## src/rtl/ps2_key_tx.sv

```systemverilog
// Device-side PS/2 keyboard transmitter: ps2_key event words -> FIFO -> E0/F0/code Set-2 frames.
// Define PS2_INHIBIT_EN to honour host inhibit (ps2_clk_in held low); otherwise ps2_clk_in is ignored.
module ps2_key_tx #(
    parameter int CLK_DIV = 2400,
    parameter int FIFO_AW = 3
) (
    input  logic        clk_sys,
    input  logic        reset,
    input  logic [10:0] ps2_key,
    input  logic        ps2_clk_in,
    output logic        ps2_clk_out,
    output logic        ps2_data_out,
    output logic        busy,
    output logic        dropped
);
    localparam logic [2:0] S_IDLE = 3'd0;
    localparam logic [2:0] S_POP  = 3'd1;
    localparam logic [2:0] S_HIGH = 3'd2;
    localparam logic [2:0] S_LOW  = 3'd3;
    localparam logic [2:0] S_GAP  = 3'd4;

    localparam int DEPTH = 1 << FIFO_AW;
    localparam logic [17:0]      HALF_M1 = 18'(CLK_DIV - 1);
    localparam logic [17:0]      GAP_M1  = 18'(4 * CLK_DIV - 1);
    localparam logic [FIFO_AW:0] FULL_N  = (FIFO_AW + 1)'(DEPTH);
    localparam logic [FIFO_AW:0] ONE_N   = (FIFO_AW + 1)'(1);

    logic [2:0]         state_q, state_d;
    logic [17:0]        cnt_q, cnt_d;
    logic [3:0]         bit_q, bit_d;
    logic               data_q, data_d;
    logic               inh_q, inh_d;
    logic               e0_q, e0_d, f0_q, f0_d, cd_q, cd_d;
    logic [7:0]         code_q, code_d;
    logic               old_tog_q;
    logic               dropped_q;
    logic [9:0]         mem_q [DEPTH];
    logic [FIFO_AW-1:0] wr_ptr_q, rd_ptr_q;
    logic [FIFO_AW:0]   count_q;

    logic        ev, fifo_empty, fifo_full, push, pop, inhibit;
    logic [9:0]  head;
    logic [7:0]  cur_byte;
    logic [10:0] frame;
    logic [3:0]  nxt_bit;

`ifdef PS2_INHIBIT_EN
    assign inhibit = ~ps2_clk_in;
`else
    logic unused_clk_in;
    assign unused_clk_in = ps2_clk_in;
    assign inhibit       = 1'b0;
`endif

    assign ev         = ps2_key[10] ^ old_tog_q;
    assign fifo_empty = (count_q == '0);
    assign fifo_full  = (count_q == FULL_N);
    assign pop        = (state_q == S_POP);
    // A full FIFO still accepts the event when the head leaves in the same cycle.
    assign push       = ev && (!fifo_full || pop);
    assign head       = mem_q[rd_ptr_q];

    // Pending-byte flags are consumed in order E0, F0, code.
    assign cur_byte = e0_q ? 8'hE0 : (f0_q ? 8'hF0 : code_q);
    assign frame    = {1'b1, ~^cur_byte, cur_byte, 1'b0};
    assign nxt_bit  = bit_q + 4'd1;

    always_comb begin
        state_d = state_q;
        cnt_d   = (cnt_q == '0) ? cnt_q : cnt_q - 18'd1;
        bit_d   = bit_q;
        data_d  = data_q;
        inh_d   = 1'b0;
        e0_d    = e0_q;
        f0_d    = f0_q;
        cd_d    = cd_q;
        code_d  = code_q;
        case (state_q)
            S_IDLE: begin
                data_d = 1'b1;
                if (!fifo_empty && !inhibit) state_d = S_POP;
            end
            S_POP: begin
                e0_d    = head[8];
                f0_d    = ~head[9];
                cd_d    = 1'b1;
                code_d  = head[7:0];
                bit_d   = 4'd0;
                data_d  = 1'b0;
                cnt_d   = HALF_M1;
                state_d = S_HIGH;
            end
            S_HIGH: begin
                inh_d = inhibit;
                if (inhibit && inh_q) begin
                    // Abort without clearing the byte flag so the same byte is resent.
                    state_d = S_GAP;
                    cnt_d   = GAP_M1;
                    data_d  = 1'b1;
                end else if (cnt_q == '0) begin
                    state_d = S_LOW;
                    cnt_d   = HALF_M1;
                end
            end
            S_LOW: begin
                if (cnt_q == '0) begin
                    if (bit_q < 4'd10) begin
                        bit_d   = nxt_bit;
                        data_d  = frame[nxt_bit];
                        cnt_d   = HALF_M1;
                        state_d = S_HIGH;
                    end else begin
                        if (e0_q)      e0_d = 1'b0;
                        else if (f0_q) f0_d = 1'b0;
                        else           cd_d = 1'b0;
                        data_d  = 1'b1;
                        cnt_d   = GAP_M1;
                        state_d = S_GAP;
                    end
                end
            end
            S_GAP: begin
                if (inhibit) begin
                    cnt_d = cnt_q;
                end else if (cnt_q == '0) begin
                    if (e0_q || f0_q || cd_q) begin
                        bit_d   = 4'd0;
                        data_d  = 1'b0;
                        cnt_d   = HALF_M1;
                        state_d = S_HIGH;
                    end else begin
                        state_d = S_IDLE;
                    end
                end
            end
            default: begin
                state_d = S_IDLE;
                data_d  = 1'b1;
            end
        endcase
    end

    always_ff @(posedge clk_sys) begin
        if (push && !reset) mem_q[wr_ptr_q] <= ps2_key[9:0];
    end

    always_ff @(posedge clk_sys) begin
        old_tog_q <= ps2_key[10];
        if (reset) begin
            state_q   <= S_IDLE;
            cnt_q     <= '0;
            bit_q     <= '0;
            data_q    <= 1'b1;
            inh_q     <= 1'b0;
            e0_q      <= 1'b0;
            f0_q      <= 1'b0;
            cd_q      <= 1'b0;
            code_q    <= '0;
            wr_ptr_q  <= '0;
            rd_ptr_q  <= '0;
            count_q   <= '0;
            dropped_q <= 1'b0;
        end else begin
            state_q   <= state_d;
            cnt_q     <= cnt_d;
            bit_q     <= bit_d;
            data_q    <= data_d;
            inh_q     <= inh_d;
            e0_q      <= e0_d;
            f0_q      <= f0_d;
            cd_q      <= cd_d;
            code_q    <= code_d;
            dropped_q <= ev && !push;
            if (push) wr_ptr_q <= wr_ptr_q + 1'b1;
            if (pop)  rd_ptr_q <= rd_ptr_q + 1'b1;
            if (push && !pop)      count_q <= count_q + ONE_N;
            else if (pop && !push) count_q <= count_q - ONE_N;
        end
    end

    assign ps2_clk_out  = (state_q != S_LOW);
    assign ps2_data_out = data_q;
    assign busy         = !fifo_empty || (state_q != S_IDLE);
    assign dropped      = dropped_q;
endmodule

```

## config.mk

```make
export PLATFORM = sky130hd
export DESIGN_NAME = ps2_key_tx
export DESIGN_NICKNAME = d
export VERILOG_FILES = /design/src/rtl/ps2_key_tx.sv
export SDC_FILE = /design/constraint.sdc
export NUM_CORES = 1
export LEC_CHECK = 0
export ABC_AREA = 1
export CORE_MARGIN = 2
export CORE_UTILIZATION = 60
export CTS_CLUSTER_DIAMETER = 120
export DETAILED_ROUTE_END_ITERATION = 10
export GPL_ROUTABILITY_DRIVEN = 0
export PLACE_DENSITY = 0.78
export SYNTH_ARGS = -nofsm -noshare
export SYNTH_HDL_FRONTEND = slang
export SYNTH_SLANG_ARGS = --single-unit
```

## constraint.sdc

```tcl
create_clock -name clk_sys -period 3.04 [get_ports clk_sys]
set_clock_uncertainty 0.2 [all_clocks]
set_input_delay 0.912 -clock clk_sys [delete_from_list [all_inputs] [get_ports clk_sys]]
set_output_delay 0.912 -clock clk_sys [all_outputs]
set_load 0.005 [all_outputs]
```

==> flow_summary.toml, run 1 <==
[finish]
drive_gt1_frac = 0.142
diodes = 0
fill_cells = 678
regArea_um2 = 3440
final_nets = 673
final_common_cell = "nor2_1"
mostFrequentLayoutCells = "85 x nor2_1, 80 x edfxtp_1, 78 x nand2_1"
utilization = 0.720
multi_input_area_um2 = 2220
areaGrowthSynthToFinish_pct = 17.4
design_area_um2 = 6970

[clock_tree]
h-tree-depth = 4
cts_buffers = 17
clock_path_buffers = 2
cts_root_buf = "clkbuf_8"
clock_latency_ns = 0.54
cts_tree = "built"
clkSinkCount = 132
ctsHoldBuffers = 0
clkTransAtPathRegs_ns = 0.06

[worst_setup_path]
endpoint_kind = "output pin"
arrival_ns = 1.89
critPathKind = "reg2out"
cp-start-kind = "flip-flop"
ff2ff_path_depth = 18
critPathMaxFanout = 5
worstPathRequired_ns = 1.93
r2r-start = "state_q[0]"
r2r_slack_ns = 0.16
r2r_end = "count_q[3]"
cp-startpoint = "count_q[0]"

[sta]
slew-limit-headroom = 0.566
tns_ns = 0
fmax_mhz = 333
min_period_over_period = 0.988
final_hold_viol_count = 0
worst_slew_pin_slew_ns = 0.650
layout_min_cycle_time_ns = 3.00
finalMaxSlewViolations = 0
setup_violations = 0

[floorplan]
row_count = 36
die_area_um2 = 10700
die_x_um = 103
ioPinCount = 18
core_area_um2 = 9680
die-height_um = 103
start_util = 0.613

[run]
maxCapViolCount = 0

[hold_path]
hold_depth = 2
min-delay-start = "cd_q"
worstHoldPathType = "reg2reg"
min_to = "cd_q"

[logic_synthesis]
synth_top_family_by_area = "simple AND/OR/NAND/NOR gates"
synth-compound-area-share = 0.132
synth_xor_area_frac = 0.0265
synth-simple-area-share = 0.192
synth_edf_count = 80
postSynthAreaPerCell_um2 = 9.73
synthAdderAreaFrac = 0.0202
syn-num-nets = 633
ys.flop_type = "edfxtp_1"
yosys.area.top_type = "edfxtp_1"
yosys_warnings = 0
syn_area_um2 = 5940
synth.distinct_cells = 46
synth.area.top_cells = "edfxtp_1 40%, dfxtp_1 18%, nor2_1 5.4%"
yosys.area.top_type_share = 0.405
ys_ff_latch = 132
synth-seq-area-share = 0.580
async_flop_share = 0
synthMuxAreaShare = 0
netlist_instances = 610

[power_and_ir_drop]
power_switching_mw = 2.69
p_int_mw = 4.32
p_leak_nw = 2.68
ir_drop_mv = 0.649
netSwitchingFraction = 0.384
pwr-share-clk = 0.286
seqPwrFrac = 0.341
comb_power_share = 0.373
p_per_area_nw_per_um2 = 1010

[drt]
drt_first_pass_iters = 6
drc = 0
drtIter0Drc = 199
wl_per_cell_um = 16.1
vias = 4524
ant_nets = 0
drt-total-wl_um = 12800
avgViaCountPerCell = 5.68

[global_routing]
antenna_found_initial = 0
grt_start_max_net_pins = 41
grt-ovfl-total = 0
track_usage = 0.256
grt_first_pass_wirelength_um = 20400
grt_pass1_vias = 4326

[placed_design]
placed_area_um2 = 6360
dp_hpwl_um = 8370
portBuffers = 16

[run_status]
status = "complete, no violations"
-- worst max-delay path by stage --
stage | to | slack [ns]
2_1_floorplan | count_q[3] | 0.24
3_3_place_gp | count_q[3] | -0.23
3_5_place_dp | count_q[3] | -0.48
4_1_cts | busy | 0.003
5_1_grt | busy | -0.02
6_report | busy | 0.04
-- critical path, stage by stage, from the launching register on --
cell and delay (ns):
dfxtp_1 0.38, nor3_2 0.32, nand4_1 0.16, clkdlybuf4s50_1 0.50
-- cells by family after synthesis --
kind of cell | after synthesis
XOR/XNOR | 18
adder cells (fa/ha/maj) | 9
AO/OA/AOI/OAI | 132
AND/OR/NAND/NOR | 242
buffers and inverters | 77
flip-flops | 132
-- registers in the layout, summed over array words and instances, names as in the netlist, named ones only --
register / flops
rd_ptr_q: 3
dropped: 1
state_q: 3
bit_q: 4
f0_q: 1
code_q: 8
count_q: 4
wr_ptr_q: 3
e0_q: 1
cd_q: 1
mem_q: 80
old_tog_q: 1
cnt_q: 18
ps2_data_out: 1
-- final cells by class --
cell class,count,area share
well taps,133,0.0239
clock buffers,17,0.0594
flip-flops and latches,132,0.494
repair buffers,39,0.0477
inverters,59,0.0321
multi-input cells,401,0.318
clock inverters,15,0.0246
-- per-stage QoR --
step | total power, mW | setup slack (ns) | std cells | hold slack [ns]
2_1_floorplan | 4.33 | 0.241 | 610 | 0.245
3_3_place_gp | 4.83 | -0.226 | 763 | 0.254
3_5_place_dp | 4.93 | -0.478 | 763 | 0.256
4_1_cts | 6.96 | 0.00342 | 795 | 0.266
5_1_grt | 7.45 | -0.0202 | 796 | 0.305
6_report | 7.01 | 0.0352 | 796 | 0.266
-- power by group through the flow --
stage               clock network, mW  logic (mW)  registers [mW]
detailed placement                  0        2.53            2.41
floorplan                           0        1.97            2.36
global placement                    0        2.43            2.40
global route                     2.10        2.94            2.42
CTS                              2.03        2.56            2.37
finish                           2.01        2.62            2.39
-- synth_stat cells (5+ instances only) --
cell	number
o21ai_0	59
xor2_1	12
nor2_1	85
o221ai_1	16
clkbuf_1	13
inv_2	8
edfxtp_1	80
inv_1	49
nor2_2	9
nand3_1	33
nand2_1	78
o21ai_1	5
nand4_1	5
dfxtp_1	52
a21oi_1	30
nor3_1	11
xnor2_1	6
ha_1	8
-- routing by layer --
metal,routed length [µm],GRT usage
met1,5480,0.314
met2,6440,0.426
met3,570,0.0598
met4,352,0.131
met5,0,0
-- timing repair --
action	in CTS	in global routing
endpoints found under the setup margin	0	3
hold endpoints to repair	0	0
resized for setup	0	8
buffers inserted	0	1
(Power assumes the default switching activity.)
==> inputs of run 2 (changes only) <==
--- a/config.mk
+++ b/config.mk
@@ -6,7 +6,6 @@
 export NUM_CORES = 1
 export LEC_CHECK = 0
 export ABC_AREA = 1
-export CORE_MARGIN = 2
 export CORE_UTILIZATION = 60
 export CTS_CLUSTER_DIAMETER = 120
 export DETAILED_ROUTE_END_ITERATION = 10
==> run 2 against run 1 <==
  * Combinational power about the same
  * First-iteration DRC count is 68% higher
  * Flip-flop and latch count stayed put
  * Sequential share of layout area unchanged
  * Maximum frequency up 2.3%
  * Non-clock buffer count increased by 4
  * Critical path depth stayed put
  * Routed wire length up 2.1%
  * Count of clock-buffer cells in the layout unchanged
  * Sequential power about the same
  * Global-route usage increased by 1.9 points
==> flow_summary.toml, run 2 (synthesis gave the netlist of run 1 again) <==
[run_status]
status = "complete, no violations"

[power_and_ir_drop]
p_leak_nw = 2.70
p_total_mw = 6.99
p_per_area_nw_per_um2 = 1000
ir_drop_mv = 0.700

[drt]
drt_first_pass_iters = 5
drt-total-wl_um = 13100
wl_per_cell_um = 16.5
ant_nets = 0
drc = 0
drtIter0Drc = 334
avgViaCountPerCell = 5.82
vias = 4623

[finish]
utilization = 0.740
largest-register = "mem_q"
areaGrowthSynthToFinish_pct = 17.4
largest_register_ffs = 80
mostFrequentLayoutCells = "85 x nor2_1, 80 x edfxtp_1, 78 x nand2_1"
top_regs = "mem_q x80, cnt_q x18, code_q x8"
drive_gt1_frac = 0.143
final_nets = 677
final_common_cell = "nor2_1"
diodes = 0

[global_routing]
grt_first_pass_wirelength_um = 21000
busiest_layer = "met2"
grt-ovfl-total = 0
grt_use_met2 = 0.446
track_usage = 0.275
antenna_found_initial = 0
met1_usage = 0.352
grt_pass1_vias = 4529
use_met3 = 0.0683
grt_start_max_net_pins = 41

[floorplan]
start_util = 0.631
row_count = 35
die-height_um = 101
ioPinCount = 18
core_area_um2 = 9420
die_area_um2 = 10300
die_x_um = 101

[sta]
layout_min_cycle_time_ns = 2.94
final_hold_viol_count = 0
fmax_mhz = 341
slew-limit-headroom = 0.580
worst_slew_pin_slew_ns = 0.629
min_period_over_period = 0.966
finalMaxSlewViolations = 0
setup_violations = 0
fin_ws_ns = 0.104

[placed_design]
portBuffers = 16
dp_slack_ns = -0.346
dp_hpwl_um = 8710

[worst_setup_path]
path_cells = "nor3_1 -> nand4_1 -> clkdlybuf4s50_1"
arrival_ns = 1.82
critPathKind = "reg2out"
critPathMaxFanout = 5
max_stage_delay_ns = 0.48
worstPathRequired_ns = 1.93
endpoint_kind = "output pin"
slowest_stage = "clkdlybuf4s50_1"
cp-start-kind = "flip-flop"

[clock_tree]
cts_tree = "built"
h-tree-depth = 4
cts_root_buf = "clkbuf_8"
clock_latency_ns = 0.52
clock_path_buffers = 2
clkTransAtPathRegs_ns = 0.06
clkSinkCount = 132
cts_buffers = 17

[run]
maxCapViolCount = 0

[hold_path]
worstHoldPathType = "reg2reg"
-- run 2: stage by stage --
stage | hold slack (ns) | setup TNS [ns] | cells | area (µm²)
after CTS | 0.279 | 0 | 791 | 6930
after detailed placement | 0.262 | -0.528 | 760 | 6360
final | 0.270 | 0 | 795 | 6970
after global routing | 0.292 | -0.00959 | 795 | 6970
after floorplan | 0.245 | 0 | 610 | 5940
after global placement | 0.252 | -0.298 | 760 | 6360
-- run 2: what timing repair did --
action,in CTS,in global routing
setup buffers,0,4
endpoints found under the setup margin,0,2
gates resized for setup,0,6
hold buffers,0,0
-- run 2: path summary, 6_finish.rpt --
check / start / to / slack, ns / cells past startpoint
setup / recovery: count_q[0] / busy / 0.10 / 3
hold / removal: ps2_data_out / ps2_data_out / 0.27 / 2
setup reg to reg: state_q[0] / count_q[3] / 0.30 / 18
hold reg to reg: ps2_data_out / ps2_data_out / 0.27 / 2
-- run 2: worst max-delay path: cells and delay by family, from the launching register on --
kind,cells,cell delay [ns]
flops,1,0.37
simple gates,2,0.45
buf+inv,1,0.48
-- run 2: cell type report --
cell class                 instances  area [µm²]
fill                             665        2440
sequential                       132        3440
tap                              129         161
timing repair buffer              43         363
inverter                          59         226
multi-input combinational        401        2210
clock buffer                      17         414
clock inverter                    14         153
-- run 2: metal layers --
layer / wire length, µm / vias up
met3: 978 / 24
met4: 212 / 0
met1: 5480 / 2187
li1: - / 2203
met2: 6450 / 209
met5: 0 / -
-- run 2: report_power, final --
part           switching [mW]  internal, mW  leakage [nW]
logic                    1.64         0.984          1.27
clock network           0.803          1.17         0.280
registers               0.215          2.17          1.15
